--- src/rtl/instruction_loader_pkg.sv ---
// Shared definitions for the instruction loader: FSM state encoding and word geometry.
package instruction_loader_pkg;

    localparam int ADDRESS_LENGTH = 3;
    localparam int BYTES_PER_WORD = 4;

    typedef enum logic [1:0] {
        IDLE  = 2'd0,
        RECV  = 2'd1,
        WRITE = 2'd2,
        DONE  = 2'd3
    } state_t;

endpackage

--- src/rtl/instruction_loader_if.sv ---
// Byte-stream, control and instruction-memory write signals of the loader.
interface instruction_loader_if #(
    parameter int address_length = 3
);
    logic                      start;
    logic [address_length:0]   num_words;
    logic [7:0]                byte_data;
    logic                      byte_valid;
    logic                      byte_ready;
    logic                      mem_write_enable;
    logic [address_length-1:0] mem_write_address;
    logic [31:0]               mem_write_data;
    logic                      cpu_hold;
    logic                      busy;
    logic                      done;
    logic                      error;

    modport master (
        output start, num_words, byte_data, byte_valid,
        input  byte_ready, mem_write_enable, mem_write_address, mem_write_data,
               cpu_hold, busy, done, error
    );

    modport slave (
        input  start, num_words, byte_data, byte_valid,
        output byte_ready, mem_write_enable, mem_write_address, mem_write_data,
               cpu_hold, busy, done, error
    );

endinterface

--- src/rtl/instruction_loader_byte_word_packer.sv ---
// Packs a byte stream big-endian into 32-bit words; first byte lands in [31:24].
module byte_word_packer
    import instruction_loader_pkg::*;
(
    input  logic        clk,
    input  logic        rst_n,
    input  logic        byte_strobe,
    input  logic        clear,
    input  logic [7:0]  byte_data,
    output logic [31:0] word,
    output logic        word_complete
);

    localparam logic [1:0] LAST_BYTE = 2'(BYTES_PER_WORD - 1);

    logic [1:0]  count;
    logic [31:0] shift;

    always_ff @(posedge clk or negedge rst_n) begin
        if (!rst_n) begin
            count <= 2'd0;
            shift <= 32'd0;
        end else if (clear) begin
            count <= 2'd0;
            shift <= 32'd0;
        end else if (byte_strobe) begin
            count <= count + 2'd1;
            shift <= {shift[23:0], byte_data};
        end
    end

    assign word          = shift;
    assign word_complete = byte_strobe && (count == LAST_BYTE);

endmodule

--- src/rtl/instruction_loader.sv ---
// Loads a byte-streamed program into instruction memory while holding the CPU stalled.
//   state | meaning
//   IDLE  | waiting for start; rejects bad lengths with an error pulse
//   RECV  | accepting bytes of the current word
//   WRITE | one-cycle write strobe for the assembled word
//   DONE  | one-cycle completion pulse, CPU released
module instruction_loader
    import instruction_loader_pkg::*;
#(
    parameter int address_length = ADDRESS_LENGTH
) (
    input  logic                clk,
    input  logic                rst_n,
    instruction_loader_if.slave bus
);

    localparam logic [address_length:0]   DEPTH     = {1'b1, {address_length{1'b0}}};
    localparam logic [address_length:0]   LEN_ONE   = {{address_length{1'b0}}, 1'b1};
    localparam logic [address_length-1:0] INDEX_ONE = {{(address_length-1){1'b0}}, 1'b1};

    state_t                    state, state_next;
    logic [address_length:0]   num_words_q;
    logic [address_length-1:0] index;
    logic [address_length-1:0] addr_hold;
    logic [31:0]               data_hold;
    logic                      error_q;
    logic                      len_ok;
    logic                      start_ok;
    logic                      transfer;
    logic                      last_word;
    logic [31:0]               word;
    logic                      word_complete;

    // num_words is compared at full width so depth+1 is rejected, not wrapped to 0.
    assign len_ok    = (bus.num_words != '0) && (bus.num_words <= DEPTH);
    assign start_ok  = (state == IDLE) && bus.start && len_ok;
    assign transfer  = bus.byte_valid && (state == RECV);
    assign last_word = ({1'b0, index} == (num_words_q - LEN_ONE));

    byte_word_packer u_packer (
        .clk           (clk),
        .rst_n         (rst_n),
        .byte_strobe   (transfer),
        .clear         (start_ok),
        .byte_data     (bus.byte_data),
        .word          (word),
        .word_complete (word_complete)
    );

    always_ff @(posedge clk or negedge rst_n) begin
        if (!rst_n) begin
            state <= IDLE;
        end else begin
            state <= state_next;
        end
    end

    always_comb begin
        state_next            = state;
        bus.byte_ready        = 1'b0;
        bus.mem_write_enable  = 1'b0;
        bus.mem_write_address = addr_hold;
        bus.mem_write_data    = data_hold;
        bus.cpu_hold          = 1'b0;
        bus.busy              = (state != IDLE);
        bus.done              = 1'b0;
        bus.error             = error_q;
        case (state)
            IDLE: begin
                if (start_ok) state_next = RECV;
            end
            RECV: begin
                bus.byte_ready = 1'b1;
                bus.cpu_hold   = 1'b1;
                if (word_complete) state_next = WRITE;
            end
            WRITE: begin
                bus.mem_write_enable  = 1'b1;
                bus.mem_write_address = index;
                bus.mem_write_data    = word;
                bus.cpu_hold          = 1'b1;
                state_next            = last_word ? DONE : RECV;
            end
            DONE: begin
                bus.done   = 1'b1;
                state_next = IDLE;
            end
            default: state_next = IDLE;
        endcase
    end

    // Address/data outputs replay the last written word while the strobe is low.
    always_ff @(posedge clk or negedge rst_n) begin
        if (!rst_n) begin
            num_words_q <= '0;
            index       <= '0;
            addr_hold   <= '0;
            data_hold   <= 32'd0;
            error_q     <= 1'b0;
        end else begin
            error_q <= (state == IDLE) && bus.start && !len_ok;
            if (start_ok) begin
                num_words_q <= bus.num_words;
                index       <= '0;
            end else if (state == WRITE) begin
                addr_hold <= index;
                data_hold <= word;
                if (!last_word) index <= index + INDEX_ONE;
            end
        end
    end

endmodule

--- src/flat_wrapper.sv ---
// flat-port wrapper written by rule: the top's interface ports become plain ports
module instruction_loader_flat import instruction_loader_pkg::*;
#(
    parameter int address_length = ADDRESS_LENGTH
)
  (clk, rst_n, bus_start, bus_num_words, bus_byte_data, bus_byte_valid, bus_byte_ready, bus_mem_write_enable, bus_mem_write_address, bus_mem_write_data, bus_cpu_hold, bus_busy, bus_done, bus_error);
  instruction_loader_if #(.address_length(address_length)) bus_i ();
  input  logic clk;
  input  logic rst_n;
  input wire logic [$bits(bus_i.start)-1:0] bus_start;
  input wire logic [$bits(bus_i.num_words)-1:0] bus_num_words;
  input wire logic [$bits(bus_i.byte_data)-1:0] bus_byte_data;
  input wire logic [$bits(bus_i.byte_valid)-1:0] bus_byte_valid;
  output wire logic [$bits(bus_i.byte_ready)-1:0] bus_byte_ready;
  output wire logic [$bits(bus_i.mem_write_enable)-1:0] bus_mem_write_enable;
  output wire logic [$bits(bus_i.mem_write_address)-1:0] bus_mem_write_address;
  output wire logic [$bits(bus_i.mem_write_data)-1:0] bus_mem_write_data;
  output wire logic [$bits(bus_i.cpu_hold)-1:0] bus_cpu_hold;
  output wire logic [$bits(bus_i.busy)-1:0] bus_busy;
  output wire logic [$bits(bus_i.done)-1:0] bus_done;
  output wire logic [$bits(bus_i.error)-1:0] bus_error;
  assign bus_i.start = bus_start;
  assign bus_i.num_words = bus_num_words;
  assign bus_i.byte_data = bus_byte_data;
  assign bus_i.byte_valid = bus_byte_valid;
  assign bus_byte_ready = bus_i.byte_ready;
  assign bus_mem_write_enable = bus_i.mem_write_enable;
  assign bus_mem_write_address = bus_i.mem_write_address;
  assign bus_mem_write_data = bus_i.mem_write_data;
  assign bus_cpu_hold = bus_i.cpu_hold;
  assign bus_busy = bus_i.busy;
  assign bus_done = bus_i.done;
  assign bus_error = bus_i.error;
  instruction_loader #(.address_length(address_length)) u_core (.clk(clk), .rst_n(rst_n), .bus(bus_i));
endmodule
--- config.mk ---
export PLATFORM = sky130hd
export DESIGN_NAME = instruction_loader_flat
export DESIGN_NICKNAME = d
export VERILOG_FILES = /design/src/rtl/instruction_loader_pkg.sv /design/src/rtl/instruction_loader_if.sv /design/src/rtl/instruction_loader_byte_word_packer.sv /design/src/rtl/instruction_loader.sv /design/src/flat_wrapper.sv
export SDC_FILE = /design/constraint.sdc
export NUM_CORES = 1
export LEC_CHECK = 0
export BUFFER_PORTS_ARGS = -buffer_cell sky130_fd_sc_hd__buf_2
export CAP_MARGIN = 0
export CORE_ASPECT_RATIO = 0.5
export CORE_MARGIN = 8
export CORE_UTILIZATION = 57
export CTS_CLUSTER_DIAMETER = 60
export CTS_CLUSTER_SIZE = 14
export DETAILED_ROUTE_END_ITERATION = 10
export PLACE_DENSITY_LB_ADDON = 0.15
export SETUP_SLACK_MARGIN = 0.5
export SYNTH_ARGS = -nofsm -noshare
export SYNTH_HDL_FRONTEND = slang
export SYNTH_HIERARCHICAL = 1
export SYNTH_SLANG_ARGS = --single-unit
export TNS_END_PERCENT = 50
--- constraint.sdc ---
create_clock -name clk -period 2.8 [get_ports clk]
set_clock_uncertainty 0.1 [all_clocks]
set_input_delay 0.14 -clock clk [delete_from_list [all_inputs] [get_ports clk]]
set_output_delay 0.14 -clock clk [all_outputs]
set_load 0.01 [all_outputs]
Yosys cells after proc, flatten, opt, wreduce, memory -nomap -nowiden --
Index checks and enable logic that the tools add are counted.
Operators by class: mux-type cells 17, equality and inequality tests 8, $add $sub $neg 3, $lt $le $gt $ge 1, reductions and logical operators 15
Operator list (count):
- $mux 32 | 3
- $mux 3 | 4
- $mux 2 | 5
- $pmux 2 s4 | 1
- $eq 2x2->1 const B | 3
- $logic_and 1x1->1 | 6
- $reduce_bool 2->1 | 3
- $eq 3x4->1 | 1
- $le 4x4->1 const B | 1
- $mux 1 | 4
- $ne 2x1->1 const B | 2
- $reduce_and 2->1 | 2
- $reduce_bool 4->1 | 1
- $sub 4x1->4 const B | 1
- $add 3x1->3 const B | 1
- $add 2x1->2 const B | 1
- $eq 2x1->1 const B | 1
- $logic_not 2->1 | 1
- $ne 2x2->1 const B | 1
- $reduce_or 2->1 | 1
- $logic_not 1->1 | 1
Word-level totals: word-level logic and storage cells 52, bits of input ports 16, output and inout port bits 41, flip-flop bits (word level) 79

Longest topological paths before layout --
depth in word-level cells 5, depth in mapped cells 10

Cells and area by module --
Netlist, hierarchy kept.
By module, submodules not included:
- instruction_loader | cells each 179, times used 1, seq. area each 1126.1 um^2, area an instance 2532.4 um^2
- byte_word_packer | cells each 112, times used 1, seq. area each 850.8 um^2, area an instance 1427.6 um^2

Worst setup path before layout --
OpenSTA, ideal clock, no wires.
kind flip-flop to flip-flop, start reg u_core.state[0], end reg u_core.u_packer.shift[0] (netlist: u_core/u_packer/word[0]), data arrival time 1962 ps, cell stages (with the launch flop) 11, setup time 132 ps, buffers on the path 4, required time 2568 ps, clock period less this slack 2194 ps, slack 606 ps, cell sequence dfrtp_1 -> inv_1 -> ha_1 -> nand2_1 -> or3_1 -> buf_6 -> buf_6 -> inv_1 -> buf_2 -> clkbuf_1 -> nor2_1
On the way: longest elaborated chain between the ends 4, elaborated cells between the ends (all ways) 7
RTL lines:
- start, declared | RTL line instruction_loader.sv:21 | state_t state, state_next;
- start signal, assigned | RTL line instruction_loader.sv:54 | state <= state_next;
- $logic_not 2->1 * | RTL line instruction_loader.sv:36 | assign start_ok = (state == IDLE) && bus.start && len_ok;
- $logic_and 1x1->1 * (2 in a row) | RTL line instruction_loader.sv:36
- via u_core.start_ok | RTL line instruction_loader.sv:28 | logic start_ok;
- $mux 32 or $reduce_bool 2->1 (tied branches)
- end signal, assigned | RTL line instruction_loader_byte_word_packer.sv:28 | shift <= {shift[23:0], byte_data};
- end, declared | RTL line instruction_loader_byte_word_packer.sv:17 | logic [31:0] shift;
Mark *: on every way through the listed nets, which the timed path passes. The rest lies on a longest branch. A chain may end at the register's enable or synchronous reset.

Worst setup path in the final report --
start reg u_core.state[0], end out bus_mem_write_data[22]
On the way: longest elaborated chain between the ends 2
RTL lines:
- $eq 2x2->1 | RTL line instruction_loader.sv:68 | case (state)
- $mux 32 | RTL line instruction_loader.sv:68
- end, declared | RTL line flat_wrapper.sv:17 | output wire logic [$bits(bus_i.mem_write_data)-1:0] bus_mem_write_data;
Every way passes these cells.

==> results.md <==
- Status: finished clean
- Port bufs: 56
- Syn nets: about 320
- Setup Viol. Count Final: 0
- Setup crit start: u_core/state[0]$_DFFE_PN0P_
- Worst path cell trace: inv_2 > ha_4 > buf_4 > mux2_2 > buf_2
- Final Util: ~71%
- Synth Instances: slightly below 300
- # diodes: 0
- 1st-iter DRT viols: ~120
- CORE AREA: about 6700 sq um
- Gr ovfl total: 0
- Critical Path Fanout Max: 12
- Fmax: 457.3 MHz
- GP Congestion: 0.7623
- Period minus WS final: ~2.2 ns
- WP data required: 2.56 ns
- # IOs: 57
- Setup crit end: bus_mem_write_data[22]
- Setup crit end kind: primary output
- RSZ-0062 raised after global routing: false
- Crit path depth: 5
- Vias: 2,419
- First-pass GRT wire length: 12,680 um
- Clock sink count: 79
- Clock root buffer: clkbuf_16
- Min-Delay Path Class: input pin to flop
- Post-route ant nets: 0
- Filler instances: 466
- Kind of critical path: flop to primary output
- DRC: 0
- Post-DP HPWL: 4975 um
- Slew HR: 35.22%
- Sequential element share of the synthesized area: 49.92%
- Largest area contributor in the netlist: dfrtp_1
- Worst r2r dst: u_core/u_packer/word[27]$_DFFE_PN0P_
- Commonest non-fill, non-tap cells in the layout: dfrtp_1, buf_2, mux2_2
- Synth warn: 6
- VDD IR max: approximately 0.52 mV
- Worst path max stage delay: 0.43 ns
- Power Density: around 1200 nW/um^2
- Ratio of cells with drive above 1 in the final layout: 43.17%
- Area Growth Syn to Fin: 19.59%
- CP startpoint kind: flop
- Full die area: 10,030 sq um
- Synth area leaders: dfrtp_1, mux2_4, mux2_2
- Yosys top cell area share: 49.92%
- Commonest non-fill, non-tap cell in the layout: dfrtp_1
- Worst r2r path cells: 8
- CTS tree: done
- Register bit total from synthesis: 79
- Pin count of the biggest net entering global routing: 80
- Syn_area_per_cell: 13.61 sq um
- Synth cell types: 27
- Final wirelength: 7957 um
- Dpl ws: between 0.3 and 0.4 ns
- Setup TNS: 0 ns
- Fin crit share: around 80%
- Critical-path top delay cell: dfrtp_1
- Bufs and invs on worst path: 3
- Hold Vio Cnt, Final: 0
- Flop-to-flop setup slack: ~0.66 ns
- DR vias/cell: 5.282
- Router iterations before antenna repair: 4
- Worst Path Arrival: slightly below 2 ns
- Clock transition at the registers of the reported paths: 0.05 ns
- Starting Density: 59.10%
- Clock Tree Buf Depth: 2
- Mapped cell area: 3960 sq um
- Initial antenna violation count: 0
- Max-slew violation count: 0
- CP delay by family, top: buffers and inverters
- Vias in the first global route: 2,521
- Lkg Pwr: ~2.4 nW
- Maximum level of the CTS H-tree: 3
- Least-Margin Pin Slew: 0.9717 ns
- Routed WL per cell: 17.37 um
- Nets@finish: ~390
- Setup ws final: 0.6131 ns
- Die span in x: 133.9 um
- GRT Util Overall: 16.09%
- # rows: 21
- Die Ht: 74.94 um
- CTS Buf Count: 9
- Reg2reg start: u_core/state[1]$_DFFE_PN0P_
- # Max-Cap Violations: 0
- Worst skew pair latency: ~0.34 ns
-- per-stage QoR --
step / hold slack (ns) / power [W] / std cells / instance area, sq um
3_3_place_gp: 0.2497 / 0.004439 / 427 / 4225
2_1_floorplan: -0.2556 / 0.003888 / 291 / 3960
3_5_place_dp: 0.2581 / 0.004560 / 427 / 4225
5_1_grt: 0.1351 / 0.006167 / 458 / 4736
4_1_cts: 0.04363 / 0.005813 / 456 / 4696
6_report: 0.09720 / 0.005799 / 458 / 4736
-- worst register-to-register path, stage by stage, from the launching register on --
cell and delay (ns):
dfrtp_1 0.43, inv_1 0.16, ha_2 0.24, nand2_1 0.10
or3_4 0.44, buf_12 0.19, inv_2 0.12, buf_8 0.17
nor2_1 0.07
-- logic make-up after synthesis --
| family | after synthesis | share of synthesized area, % |
|---|---|---|
| AO/OA/AOI/OAI | 13 | 2.149 |
| XOR/XNOR | 5 | 1.106 |
| flip-flops | 79 | 49.92 |
| multiplexers | 109 | 33.18 |
| AND/OR/NAND/NOR | 53 | 5.719 |
| buffers and inverters | 24 | 5.403 |
| adder cells (fa/ha/maj) | 8 | 2.528 |
-- registers in the layout, summed over array words and instances, names as in the netlist --
name / count
u_core/u_packer/count: 2
u_core/index: 3
u_core/num_words_q: 4
u_core/addr_hold: 3
u_core/state: 2
u_core/u_packer/word: 32
u_core/data_hold: 32
u_core/bus.error: 1
-- report_power, final --
part | internal (W) | switching (W)
combinational | 0.00143 | 0.00117
sequential | 0.00165 | 0.000379
clock | 0.000728 | 0.000435
total | 0.00381 | 0.00199
-- timing repair --
action,CTS,global route
endpoints found under the setup margin,91,91
hold buffers,14,0
setup buffers,0,1
endpoints found under the hold margin,92,0
gates cloned,0,1
gates resized for setup,7,4
-- how the worst min path moves through the flow --
stage          slack [ns]  depth (start not counted)             start                         endpoint
2_1_floorplan       -0.26                          0             rst_n  u_core/addr_hold[0]$_DFFE_PN0N_
3_3_place_gp         0.25                          1             rst_n  u_core/data_hold[1]$_DFFE_PN0N_
3_5_place_dp         0.26                          1             rst_n  u_core/data_hold[1]$_DFFE_PN0N_
4_1_cts              0.04                          4  bus_num_words[3]       u_core/bus.error$_DFF_PN0_
5_1_grt              0.14                          4  bus_num_words[3]       u_core/bus.error$_DFF_PN0_
6_report              0.1                          4  bus_num_words[3]       u_core/bus.error$_DFF_PN0_
-- final cells by class --
class                      count  area [sq um]  share of cell area, %
clock buffer                  11         252.7                  5.337
clock inverter                 4         45.04                 0.9511
inverter                       7         26.28                 0.5548
multi-input combinational    188          1790                  37.81
sequential                    79          1977                  41.74
tap                           92         115.1                  2.431
timing repair buffer          77         529.3                  11.18
-- metal layers --
layer	routed length (um)	vias to the layer above	track usage (%)	share of wire (%)
li1	-	1150	-	-
met1	3914	1212	20.29	49
met2	3586	45	25.77	45
met3	359	12	5.459	4.5
met4	96	0	5.549	1.2
met5	0	-	0	0
-- Yosys cell counts --
cell,count
a31oi_1,3
xnor2_1,4
buf_2,3
nand2b_1,3
a21oi_1,4
mux2_2,38
o31a_1,2
dfrtp_1,79
buf_1,1
o41ai_1,1
a21boi_0,1
o21ai_0,1
mux2_4,35
nand2_1,6
clkbuf_1,4
or3_1,1
xor2_1,1
inv_1,7
nor4_1,3
buf_6,3
o31ai_1,1
and2_1,3
nor2_2,1
ha_1,8
mux2i_1,36
buf_12,6
nor2_1,36
(Power assumes the default switching activity.)
